### src/rtl/sync_fifo_fwft_reader.sv
// Read-side adapter for sync_fifo: issues fifo_ren on credit and turns the
// one-cycle read latency into a first-word-fall-through valid/ready stream.
module sync_fifo_fwft_reader #(
  parameter int FIFO_WIDTH = 8
) (
  input  logic                  fifo_clk,
  input  logic                  fifo_rst,
  output logic                  fifo_ren,
  input  logic [FIFO_WIDTH-1:0] fifo_rdata,
  input  logic                  fifo_empty,
  output logic                  m_valid,
  output logic [FIFO_WIDTH-1:0] m_data,
  input  logic                  m_ready,
  output logic [1:0]            buf_level
);

  logic                  r_infl;
  logic [1:0]            r_level;
  logic [FIFO_WIDTH-1:0] r_head;
  logic [FIFO_WIDTH-1:0] r_tail;

  logic                  w_pop;
  logic [2:0]            w_credit;
  logic [1:0]            w_level_nx;
  logic [FIFO_WIDTH-1:0] w_head_nx;
  logic [FIFO_WIDTH-1:0] w_tail_nx;

  assign w_pop     = m_valid & m_ready;
  assign m_valid   = (r_level != 2'd0);
  assign m_data    = r_head;
  assign buf_level = r_level;

  // Words held plus the one in flight, minus the one leaving now.
  assign w_credit = {1'b0, r_level}
                  + {2'b00, r_infl}
                  - {2'b00, w_pop};

  assign fifo_ren = fifo_rst & ~fifo_empty
                  & (w_credit < 3'd2);

  always_comb begin
    w_level_nx = r_level;
    w_head_nx  = r_head;
    w_tail_nx  = r_tail;
    unique case (1'b1)
      (r_infl & ~w_pop): begin
        w_level_nx = r_level + 2'd1;
        if (r_level == 2'd0)
          w_head_nx = fifo_rdata;
        else
          w_tail_nx = fifo_rdata;
      end
      (~r_infl & w_pop): begin
        w_level_nx = r_level - 2'd1;
        w_head_nx  = r_tail;
      end
      (r_infl & w_pop): begin
        if (r_level == 2'd1) begin
          w_head_nx = fifo_rdata;
        end else begin
          w_head_nx = r_tail;
          w_tail_nx = fifo_rdata;
        end
      end
      default: begin
      end
    endcase
  end

  always_ff @(posedge fifo_clk or negedge fifo_rst) begin
    if (!fifo_rst) begin
      r_infl  <= 1'b0;
      r_level <= 2'd0;
      r_head  <= '0;
      r_tail  <= '0;
    end else begin
      r_infl  <= fifo_ren;
      r_level <= w_level_nx;
      r_head  <= w_head_nx;
      r_tail  <= w_tail_nx;
    end
  end

endmodule

### config.mk
export PLATFORM = sky130hd
export DESIGN_NAME = sync_fifo_fwft_reader
export DESIGN_NICKNAME = d
export VERILOG_FILES = /design/src/rtl/sync_fifo_fwft_reader.sv
export SDC_FILE = /design/constraint.sdc
export NUM_CORES = 1
export LEC_CHECK = 0
export CORE_ASPECT_RATIO = 1.4
export CORE_MARGIN = 5
export CORE_UTILIZATION = 48
export CTS_CLUSTER_DIAMETER = 30
export DETAILED_ROUTE_END_ITERATION = 7
export PLACE_DENSITY = 0.78
export SYNTH_ARGS = -nofsm -noshare
export SYNTH_HDL_FRONTEND = slang
export SYNTH_SLANG_ARGS = --single-unit
### constraint.sdc
create_clock -name fifo_clk -period 2.5 [get_ports fifo_clk]
set_clock_uncertainty 0.05 [all_clocks]
set_input_delay 0.25 -clock fifo_clk [delete_from_list [all_inputs] [get_ports fifo_clk]]
set_output_delay 0.25 -clock fifo_clk [all_outputs]
set_load 0.03 [all_outputs]
== Word level (Yosys, flattened, before mapping) ==
Cells that the tools add are included.
Word-level totals
  register bits: 19
  input port bits: 12
  output and inout port bits: 12
  word-level logic and storage cells: 36
Cells by class
  $add $sub $neg: 4
  $lt $le $gt $ge: 1
  equality and inequality tests: 4
  mux-type cells: 7
  bitwise operators: 9
  reduce and logical (&&, ||, !) cells: 7
Operators with widths (count)
  8-bit two-way mux: 4
  8-bit case mux with 3 select lines: 1
  8-bit case mux with 2 select lines: 1
  1-bit bitwise AND: 6
  2-bit nonzero test: 3
  2-bit inequality test (second input constant): 2
  2-bit case mux with 2 select lines: 1
  2-bit by 1-bit adder with 3-bit output: 1
  3-bit by 2-bit < comparator with 1-bit output (second input constant): 1
  1-bit inverter: 3
  3-bit AND reduction: 1
  3-bit nonzero test: 1
  3-bit by 1-bit subtractor with 3-bit output: 1
  2-bit by 1-bit adder with 2-bit output (second input constant): 1
  2-bit by 1-bit equality test with 1-bit output (second input constant): 1
  2-bit zero test: 1
  2-bit by 1-bit inequality test with 1-bit output (second input constant): 1
  2-bit AND reduction: 1
  2-bit by 1-bit subtractor with 2-bit output (second input constant): 1

== Logic depth before layout (Yosys ltp) ==
  depth in word-level cells: 6
  gate-level depth with buffers: 9
  mapped depth without buffers: 8

== Least setup slack after synthesis ==
No wires, ideal clock.
  path kind: register to output
  start: reg r_level[1], in the netlist buf_level[1]
  end: out fifo_ren
  arrival time: 2.819 ns
  required time: 2.200 ns
  slack: -0.619 ns
  cell stages (with the launch flop): 9
  path buffers: 0
  cell sequence: dfrtp_1 > inv_1 > ha_1 > nor2b_1 > ha_1 > nand2b_1 > fa_1 > xor2_1 > nor3_1
Between the ends
  longest elaborated chain between the ends: 5
  elaborated cells on any way between the ends: 6
  those cells by class: add/sub (2); order compare (1); bitwise (2); reduce/logical (1)
Ends and longest elaborated chain
  from (decl): line 18  | logic [1:0] r_level;
  from (signal assigned): line 78  | r_level <= w_level_nx;
  parallel branches: the longest is 2 deep, another holds 2-bit by 1-bit adder with 3-bit output
  3-bit by 1-bit subtractor with 3-bit output *: line 36  | - {2'b00, w_pop};
  3-bit by 2-bit < comparator with 1-bit output *: line 39  | & (w_credit < 3'd2);
  1-bit bitwise AND *: line 39
  to (decl): line 8  | output logic fifo_ren,
Every way passes the cells marked *.

== Worst setup path in the final report ==
Ends and elaborated chain as after synthesis.

==> metrics.cfg <==
[setup_path]
slowest_delay_ps=490
cp.arrival_ps=2290
crit_fanout=4
crit_slowest_cell=fa_1
crit_path_frequent_cell=ha_4
criticalPathCategory=reg -> out
cp.required_ps=2200
worst_setup_path_start_kind=flop
reg2reg_depth=10
worst_setup_path_end_kind=output port
crit_chain=inv_2 -> ha_4 -> nor2b_4 -> ha_4 -> nand2b_4 -> fa_1 -> nand2_2 -> nor3_4 -> buf_6

[sta]
rsz0062_at_grt=true
finalHoldViolations=0
finalSetupViolations=1
relSlewSlack=0.687
fin_crit_ps=2590
period_share=1.04
fmax_mhz=386
worst_slack_ps=-93.2
setup_tns_ps=-93.2
worst_pin_slew_ps=468
slew_violations=0

[yosys]
postSynth.asyncResetShare=1.00
synth_area_leader_cell=dfrtp_1
synth_most_common_cell=dfrtp_1
synth_ff_type=dfrtp_1
synthAdderAreaFrac=0.0837
synth-xor-area-share=0.0266
syn_inst=89
synth.top_cells.by_count=dfrtp_1, o21ai_0, nor2_1, a31oi_1, mux2_4
synth_top_family_by_area=compound AO/OA/AOI/OAI gates
synth-seq-area-share=0.482
ys_top_cells_by_area=dfrtp_1, mux2_4, o21ai_0, ha_1, a31oi_1
synth_top_area_share=0.482
synth_seq_cells=19
synth_nets=107
yosys_warnings=0
synth_mux_area_frac=0.133
synth_edf_count=0
synth-compound-area-share=0.146
synthDistinctLibCells=20
syn-cell-area_um2=987
synthSimpleGateAreaFrac=0.0786
syn-mean-instance-area_um2=11.1

[pwr]
p_seq_frac=0.284
swShare=0.413
power_w=0.00195
p_leak_nw=0.614
cellPowerDensity_nw_per_um2=1420
p_int_w=0.00115
p_switching_w=0.000804
p_comb_frac=0.637
pwr-share-clk=0.079
max-vdd-ir-drop_v=0.000864

[routing]
via_count=777
detail_route.wl_per_cell_um=15.4
drcViolationCount=0
drt_iter0_markers=24
vias_per_cell=5.43
first_pass_iters=4
finalWirelength_um=2200
ant_nets=0

[cells_and_area]
n_fill_cell=156
area_delta_synth_final_pct=39.0
nNetsFinal=141
final-seq-area_um2=478
drive_above_1_share=0.287
post-route-cell-area_um2=1370
num_antenna_cells=0
multi_input_area_um2=515

[floorplanning]
die_w_um=48.3
initial_core_util=0.500
ios=24
core-area_um2=1970
die_h_um=63.7
core.rowCount=19
dieArea_um2=3080

[outcome]
violations=setup timing
status=finished with violations

[place]
post_dp_cell_area_um2=1280
gp_congestion=0.709
portBuffers=23
dp_hpwl_um=1530

[global_route]
grt_usage=0.152
grt_pass1_wl_um=3710
grt_pass1_vias=818
grt_max_degree=20
antenna_found_initial=0
grt-ovfl-total=0

[clocking]
clkTransAtPathRegs_ps=100
clk_latency_ps=300
cts-htree-levels=1
numCtsBuffers=3
cts_buffer_depth=2
cts_tree=built
cts-root-buf=clkbuf_4
cts_sinks=19
cts_hold_buf=0

[job]
cap_violations=0

[hold_path]
hold_path_class=in -> async

==> critical path: cells and delay by family, from the launching register on <==
family / cells / cell delay (ps)
adders and majority gates: 3 / 870
and+or+nand+nor: 4 / 530
DFF: 1 / 380
buffers and inverters: 2 / 210
==> per-layer routing <==
metal,track usage,vias up,share of wire
met1,0.178,366,0.40
met5,0,-,0
li1,-,375,-
met2,0.250,32,0.52
met4,0.0830,0,0.017
met3,0.0377,4,0.059
==> path summary, 6_finish.rpt <==
kind	startpoint	endpoint	slack [ps]
setup / recovery	buf_level[1]$_DFFE_PN0N_	fifo_ren	-90
hold / removal	fifo_rst	m_data[0]$_DFFE_PN0P_	310
setup reg to reg	buf_level[1]$_DFFE_PN0N_	r_tail[7]$_DFFE_PN0P_	230
hold reg to reg	r_tail[6]$_DFFE_PN0P_	r_tail[6]$_DFFE_PN0P_	470
max in group asynchronous	fifo_rst	buf_level[0]$_DFFE_PN0N_	1880
min in group fifo_clk	r_tail[6]$_DFFE_PN0P_	r_tail[6]$_DFFE_PN0P_	470
==> state kept, by name, summed over array words and instances, names as in the netlist <==
register and flops:
buf_level 2, m_data 8, r_infl 1, r_tail 8
==> power groups by stage <==
| stage | registers (W) | logic [W] | clock network (W) |
|---|---|---|---|
| 6_report | 0.000554 | 0.00124 | 0.000155 |
| 5_1_grt | 0.000572 | 0.00134 | 0.000176 |
| 4_1_cts | 0.000556 | 0.00122 | 0.000160 |
| 3_5_place_dp | 0.000570 | 0.00112 | 0 |
| 3_3_place_gp | 0.000557 | 0.00110 | 0 |
| 2_1_floorplan | 0.000723 | 0.000607 | 0 |
==> cell usage in the layout (no fill, tap or decap), types with 2 or more instances in the layout <==
cell             instances
inv_2                    2
xnor2_1                  2
inv_1                    3
ha_4                     2
clkbuf_4                 3
a31oi_1                  8
dfrtp_2                  2
mux2_4                   8
clkdlybuf4s50_1         22
o21ai_0                 17
ha_1                     3
dfrtp_1                 17
nor2_1                  10
buf_4                   10
==> kinds of logic (layout without fill, tap and decap cells) <==
| logic type | count (synthesis) | count (layout) |
|---|---|---|
| AND/OR/NAND/NOR | 17 | 17 |
| XOR/XNOR | 3 | 3 |
| buffers and inverters | 9 | 42 |
| adder cells (fa/ha/maj) | 6 | 6 |
| flip-flops | 19 | 19 |
| multiplexers | 9 | 9 |
| AO/OA/AOI/OAI | 26 | 26 |
==> cell type report <==
cell class,instances,share of cell area
clock inverter,1,0.00365
clock buffer,3,0.0164
inverter,5,0.0137
sequential,19,0.348
multi-input combinational,61,0.376
timing repair buffer,33,0.223
tap,21,0.0191
==> stage by stage <==
step | worst slack (ps) | utilization | hold slack (ps) | std cells
after global placement | 29.8 | 0.647 | 433 | 133
after global routing | -220 | 0.696 | 320 | 143
final | -93.2 | 0.696 | 308 | 143
after floorplan | 2.68 | - | -95.6 | 89
after detailed placement | -31.9 | 0.647 | 443 | 133
after CTS | -123 | 0.684 | 316 | 140
==> timing repair <==
action,in CTS,in global routing
pin swaps,1,1
gates resized for setup,6,0
setup endpoints to repair,1,1
setup buffers,3,3
Power figures use the tool's default switching activity.
